`config.mk`:
```
export PLATFORM = sky130hd
export DESIGN_NAME = ascon_ad_ctrl
export DESIGN_NICKNAME = d
export VERILOG_FILES = /design/src/rtl/ascon_ad_ctrl.sv
export SDC_FILE = /design/constraint.sdc
export NUM_CORES = 1
export LEC_CHECK = 0
export ABC_AREA = 1
export BUFFER_PORTS_ARGS = -buffer_cell sky130_fd_sc_hd__buf_2
export CORE_AREA = 2 2 538 540
export DETAILED_ROUTE_END_ITERATION = 8
export DIE_AREA = 0 0 540 542
export GPL_ROUTABILITY_DRIVEN = 0
export HOLD_SLACK_MARGIN = 0.02
export PLACE_DENSITY = 0.3
export SYNTH_ARGS = -nofsm -noshare
export SYNTH_HDL_FRONTEND = slang
export SYNTH_SLANG_ARGS = --single-unit
```
`constraint.sdc`:
```
create_clock -name clk -period 2.37 [get_ports clk]
set_input_delay 0.237 -clock clk [delete_from_list [all_inputs] [get_ports clk]]
set_output_delay 0.237 -clock clk [all_outputs]
set_load 0.05 [all_outputs]
```
`src/rtl/ascon_ad_ctrl.sv`:
```
// Purpose : Ascon associated-data absorber; XORs 64-bit AD words into x0, pads, and sequences the external permutation.
// Latency : ad_len=0 -> done one cycle after start; otherwise one handshake/pad cycle + PERM + permutation latency per block, then FINAL.
// Backpres: ad_ready only in ABSORB; AD words are held off while a permutation is outstanding.
//
// Ports   : clk, rst (async, active-low); start/ad_len/state_in request; ad_data/ad_valid/ad_ready AD stream
//           (first byte at [63:56]); perm_start/perm_state -> permutation, perm_done/perm_result <- permutation;
//           state_out/done/busy status. Optional abort input when ASCON_AD_ABORT_EN is defined.
// Macro   : ASCON_AD_ABORT_EN adds the abort input and its return-to-IDLE logic.
module ascon_ad_ctrl #(
    parameter int LEN_W = 9
) (
    input  logic             clk,
    input  logic             rst,
`ifdef ASCON_AD_ABORT_EN
    input  logic             abort,
`endif
    input  logic             start,
    input  logic [LEN_W-1:0] ad_len,
    input  logic [319:0]     state_in,
    input  logic [63:0]      ad_data,
    input  logic             ad_valid,
    output logic             ad_ready,
    output logic             perm_start,
    output logic [319:0]     perm_state,
    input  logic             perm_done,
    input  logic [319:0]     perm_result,
    output logic [319:0]     state_out,
    output logic             done,
    output logic             busy
);

    localparam logic [2:0] S_IDLE   = 3'd0;
    localparam logic [2:0] S_ABSORB = 3'd1;
    localparam logic [2:0] S_PAD    = 3'd2;
    localparam logic [2:0] S_PERM   = 3'd3;
    localparam logic [2:0] S_WAIT   = 3'd4;
    localparam logic [2:0] S_FINAL  = 3'd5;

    logic [2:0]       fsm;
    logic [LEN_W-1:0] rem;
    logic             pad_done;
    logic [319:0]     st;
    logic [319:0]     st_out_q;
    logic             abort_req;

`ifdef ASCON_AD_ABORT_EN
    assign abort_req = abort && (fsm != S_IDLE);
`else
    assign abort_req = 1'b0;
`endif

    // Partial-word handling: keep the upper rem bytes, drop the rest, and
    // place the 0x80 pad byte right after the last valid byte. Only used
    // when rem < 8, so rem[2:0] is the full byte count.
    logic [5:0]  byte_sh;
    logic [63:0] keep_mask;
    logic [63:0] pad_bit;
    logic [63:0] part_word;
    logic        full_word;

    assign byte_sh   = {rem[2:0], 3'b000};
    assign keep_mask = ~(64'hFFFF_FFFF_FFFF_FFFF >> byte_sh);
    assign pad_bit   = 64'h8000_0000_0000_0000 >> byte_sh;
    assign part_word = (ad_data & keep_mask) | pad_bit;
    assign full_word = (rem >= LEN_W'(8));

    assign ad_ready   = (fsm == S_ABSORB) && !abort_req;
    assign perm_start = (fsm == S_PERM) && !abort_req;
    assign perm_state = st;
    assign done       = (fsm == S_FINAL) && !abort_req;
    assign busy       = (fsm != S_IDLE);

    // The finished state is presented during the done cycle itself and
    // captured into st_out_q at the end of it so it holds until the next done.
    assign state_out  = done ? (st ^ 320'd1) : st_out_q;

    always_ff @(posedge clk or negedge rst) begin
        if (!rst) begin
            fsm      <= S_IDLE;
            rem      <= '0;
            pad_done <= 1'b0;
            st       <= '0;
            st_out_q <= '0;
        end else if (abort_req) begin
            fsm <= S_IDLE;
        end else begin
            case (fsm)
                S_IDLE: begin
                    if (start) begin
                        st       <= state_in;
                        rem      <= ad_len;
                        pad_done <= 1'b0;
                        fsm      <= (ad_len == '0) ? S_FINAL : S_ABSORB;
                    end
                end
                S_ABSORB: begin
                    if (ad_valid) begin
                        if (full_word) begin
                            st[319:256] <= st[319:256] ^ ad_data;
                            rem         <= rem - LEN_W'(8);
                        end else begin
                            st[319:256] <= st[319:256] ^ part_word;
                            rem         <= '0;
                            pad_done    <= 1'b1;
                        end
                        fsm <= S_PERM;
                    end
                end
                S_PAD: begin
                    // Length was a multiple of 8: padding gets its own block.
                    st[319:256] <= st[319:256] ^ 64'h8000_0000_0000_0000;
                    pad_done    <= 1'b1;
                    fsm         <= S_PERM;
                end
                S_PERM: begin
                    fsm <= S_WAIT;
                end
                S_WAIT: begin
                    if (perm_done) begin
                        st <= perm_result;
                        if (pad_done)
                            fsm <= S_FINAL;
                        else if (rem != '0)
                            fsm <= S_ABSORB;
                        else
                            fsm <= S_PAD;
                    end
                end
                S_FINAL: begin
                    st_out_q <= st ^ 320'd1;
                    fsm      <= S_IDLE;
                end
                default: begin
                    fsm <= S_IDLE;
                end
            endcase
        end
    end

endmodule

```
==> Word level (Yosys, flattened, before mapping) <==
Index checks and enable logic that the tools add are counted.
{ "totals": {"ff_bits": 653, "latch_bits": 0, "ramBits": 0, "mem_bits_ro": 0, "inputBits": 718, "output_inout_bits": 644, "wordCells": 65, "memories": 0} }
{ "op_classes": {"n_addsub": 1, "multipliers": 0, "n_div": 0, "n_lt_le_gt_ge": 1, "eq_ne": 9, "shift": 2, "mux": 22, "n_bitwise": 8, "n_reduce_logical": 15} }
{ "ops": {"columns": ["cell", "n"], "rows": [
  ["320-bit 2-to-1 mux", 3],
  ["256-bit case mux with 2 select lines", 1],
  ["64-bit case mux with 4 select lines", 1],
  ["64-bit 2-to-1 mux", 2],
  ["64-bit by 6-bit right shift with 64-bit output (first input constant)", 2],
  ["64-bit XOR", 2],
  ["64-bit AND", 1],
  ["64-bit NOT", 1],
  ["64-bit bitwise OR", 1],
  ["9-bit 2-to-1 mux", 3],
  ["9-bit case mux with 2 select lines", 1],
  ["3-bit 2-to-1 mux", 5],
  ["3-bit case mux with 5 select lines", 1],
  ["9-bit by 4-bit >= comparator with 1-bit output (second input constant)", 1],
  ["9-bit zero test", 1],
  ["3-bit AND reduction", 3],
  ["3-bit nonzero test", 3],
  ["9-bit nonzero test", 1],
  ["9-bit by 4-bit subtractor with 9-bit output (second input constant)", 1],
  ["2-bit != test (second input constant)", 4],
  ["4-bit AND reduction", 2],
  ["3-bit by 2-bit equality test with 1-bit output (second input constant)", 2],
  ["3-bit equality test (second input constant)", 2],
  ["5-bit AND reduction", 1],
  ["other kinds (8)", 13]
]} }

==> Longest topological paths before layout <==
{ "depth": {"word_depth": 8, "mapped_depth": 11, "ltp_nobuf": 11} }

==> Worst setup path before layout <==
OpenSTA, ideal clock, no wires.
{ "synth_path": {"path_kind": "register to register", "startpoint": "reg fsm[0]", "endpoint": "reg st_out_q[311]", "setup_ps": 248, "t_arrival_ps": 2164, "required_time_ps": 2122, "setup_slack_ps": -42, "path_stages_with_launch": 6, "n_path_buf": 1, "synth_period_minus_slack_ps": 2412, "path_cell_list": "dfrtp_1 inv_1 nor3_1 inv_2 clkbuf_1 o21ai_0"} }
{ "synth_between": {"elab_chain_len": 2} }
{ "synth_rtl": {"columns": ["item", "line", "source"], "rows": [
  ["from (decl)", "39", "logic [2:0] fsm;"],
  ["from (signal assigned)", "93", "fsm <= (ad_len == '0) ? S_FINAL : S_ABSORB;"],
  ["3-bit equality test", null, null],
  ["320-bit 2-to-1 mux", null, null],
  ["named net state_out[311]", "27", "output logic [319:0] state_out,"],
  ["to (signal assigned)", "130", "st_out_q <= st ^ 320'd1;"],
  ["to (decl)", "43", "logic [319:0] st_out_q;"]
]} }
The timed path passes the listed nets, and every way through them passes these cells.
A chain may end at the register's enable or synchronous reset.

==> Worst setup path in the final report <==
{ "layout_path": {"startpoint": "reg fsm[1]", "endpoint": "out state_out[121]"} }
{ "layout_between": {"elab_chain_len": 2} }
{ "layout_rtl": {"columns": ["item", "line", "source"], "rows": [
  ["3-bit equality test", "70", "assign done = (fsm == S_FINAL) && !abort_req;"],
  ["320-bit 2-to-1 mux", "75", "assign state_out = done ? (st ^ 320'd1) : st_out_q;"],
  ["to (decl)", "27", null]
]} }
Every way passes these cells.

==> metrics.cfg <==
[sta]
worst_pin_slew_ps=795
layout_min_cycle_time_ps=2830
finalClockSkew_ps=38.1
fmax_mhz=353
rsz0062_at_grt=yes
slew_violations=0
worst_slew_margin_rel_pct=46.8
worst_slack_ps=-460
fin_crit_sh_pct=119
setup_viol_count_final=329
timing_hold_violations_final=0

[final_layout]
mostFrequentLayoutCell=nand2_1
area_delta_synth_final_pct=97.6
layout_common_cells=nand2_1 (1,555), buf_2 (1,074), dlygate4sd3_1 (716)
nets=6554
drive_above_1_share_pct=33.1

[status]
violations=setup timing
outcome=finished, violations left

[job]
drv_cap=0

[setup_path]
cp.arrival_ps=2590
crit_path_end_kind=primary output
startpoint_type=flop
cp_data_required_time_ps=2130
path_max_fanout=12
path_class=flop to primary output

[power]
fin_total_pwr_mw=101
p_leak_nw=27.0
power.density_mw_per_mm2=1770
irDropWorstVdd_mv=0.913

[drt]
vias=34600
drc=0
wire_per_inst_um=22.4
firstDrtPassIters=8
vias_per_cell=3.55
wirelength_um=218000
drt_iter0_markers=2086
antenna_left=0

[clock_tree]
h-tree-depth=3
cts_tree=yes
root_buffer=clkbuf_16
clockBufferDepth=4
cts_buffers=95
clkLatencyLatePin_ps=780
cts.clk_slew.worst_paths_ps=60
clkSinkCount=653

[grt]
top_usage_layer=met2
antenna_found_initial=88
grt_overflow=0
met2_usage_pct=21.7
track_usage_pct=14.1
gr-usage-met1_pct=18.9
grt_pass1_wl_um=291000
grtUsageMet3_pct=4.20
grt_pass1_vias=34900
grt_start_max_net_pins=82

[yosys]
synthDistinctLibCells=29
syn_inst=3656
syn_area_mm2=0.0289
synth_fa_ha_area_share_pct=0.0433
synth_top_family_by_area=simple AND/OR/NAND/NOR gates
seq_area_frac_synth_pct=56.6
ys_warn_count=0
synth_xor_area_share_pct=0.0607
synth_compound_area_share_pct=8.39
ys_seq_elements=653
syn_nets=4375
yosys.area_share.simple_pct=30.3
muxShareOfSynthArea_pct=0
syn_area_per_cell_um2=7.90

[floorplan]
coreArea_mm2=0.287
die_y_um=542
io_pins=1362
dieArea_mm2=0.293
initial_core_util_pct=10.1
dieWidth_um=540
fp-row-count=197

[place]
port_buffers=1361
dp_hpwl_um=168000
post-place-ws_ps=-26.0

[min_path]
min_path_type=input port to flop

==> timing repair <==
action / in CTS / in global routing
gates resized for setup: 314 / 357
endpoints found under the hold margin: 783 / 0
hold buffers: 717 / 0
pin swaps: 25 / 39
endpoints found under the setup margin: 322 / 367
buffers inserted: 13 / 19
cloned: 12 / 21
==> report_power, final <==
group,total [mW],switching (mW),internal (mW)
combinational,64.4,44.2,20.2
sequential,22.0,5.26,16.7
clock,14.7,5.90,8.81
total,101,55.3,45.8
==> cell usage after synthesis <==
cell type,number,area share [%]
o21ai_1,10,0.17
o21ai_0,72,1.2
o21ai_2,1,0.030
nand2_2,1,0.022
dfrtp_1,653,57
xor2_1,2,0.061
buf_4,2,0.052
nand3b_1,3,0.078
nor2_4,1,0.039
nor3_1,14,0.24
a211oi_1,2,0.052
clkbuf_1,116,1.5
nand2_1,1724,22
a21oi_1,63,1.1
inv_2,6,0.078
a21oi_2,1,0.030
o21a_1,1,0.026
ha_1,1,0.043
nand3_2,2,0.069
buf_1,3,0.039
nand3_1,130,2.3
nor2_2,5,0.11
inv_1,82,1.1
nor4_1,1,0.022
buf_2,106,1.8
nor2_1,390,5.1
o211ai_1,2,0.052
a22o_1,1,0.030
a31oi_1,261,5.7
==> final timing paths <==
check                      depth (start not counted)     startpoint         endpoint  slack [ps]
setup / recovery                                   8         fsm[1]   state_out[121]        -460
hold / removal                                     5  state_in[315]  perm_state[315]         130
setup reg to reg                                  11         fsm[0]           rem[1]        -100
hold reg to reg                                    2  st_out_q[195]    st_out_q[195]         460
max in group asynchronous                          3            rst    st_out_q[202]        1470
min in group asynchronous                          3            rst  perm_state[139]         220
==> metal layers <==
metal  part of all wire [%]  vias up
met5                   0.15        -
met4                    2.7       48
met3                    8.1      260
met2                     44     1468
met1                     45    16700
li1                       -    16200
==> flip-flops by register name, summed over array words and instances, names as in the netlist <==
signal      cells
rem             9
perm_state    320
st_out_q      320
pad_done        1
fsm             3
==> metrics by stage <==
step / hold WS (ps) / utilization, % / std cells / area [um^2] / TNS [ps]
2_1_floorplan: -58.6 / - / 3656 / 28900 / -2950
4_1_cts: 21.5 / 19.3 / 9647 / 55400 / -164640
6_report: 132 / 19.9 / 9730 / 57000 / -122660
5_1_grt: 120 / 19.9 / 9701 / 57000 / -184480
3_3_place_gp: 235 / 15.2 / 8738 / 43600 / -37.2
3_5_place_dp: 225 / 15.2 / 8738 / 43600 / -26.0
==> critical path, cell delays in order, from the launching register on <==
cell,delay [ps]
dfrtp_1,410
nor3_4,280
buf_12,220
inv_16,90
buf_16,170
clkbuf_16,230
nand2_1,110
nand2_4,70
buf_12,140
==> kinds of logic (layout without fill, tap and decap cells) <==
family	Yosys count	count (layout)
and+or+nand+nor	2271	2271
buffers and inverters	315	2564
AOI/OAI and AO/OA	414	414
DFF	653	653
other	0	44
xor gates and xnor gates	2	2
adders and majority gates	1	1
==> layout make-up <==
type / instances / area [um^2]
repair buffers: 2307 / 20400
flip-flops and latches: 653 / 16300
clock inverters: 31 / 425
repair inverters: 2 / 17.5
well taps: 3781 / 4730
clock buffers: 136 / 2710
multi-input cells: 2688 / 11900
inverters: 88 / 354
fillers: 32100 / 230000
diodes: 44 / 110
Note: power is estimated with default switching activity, not from simulation.
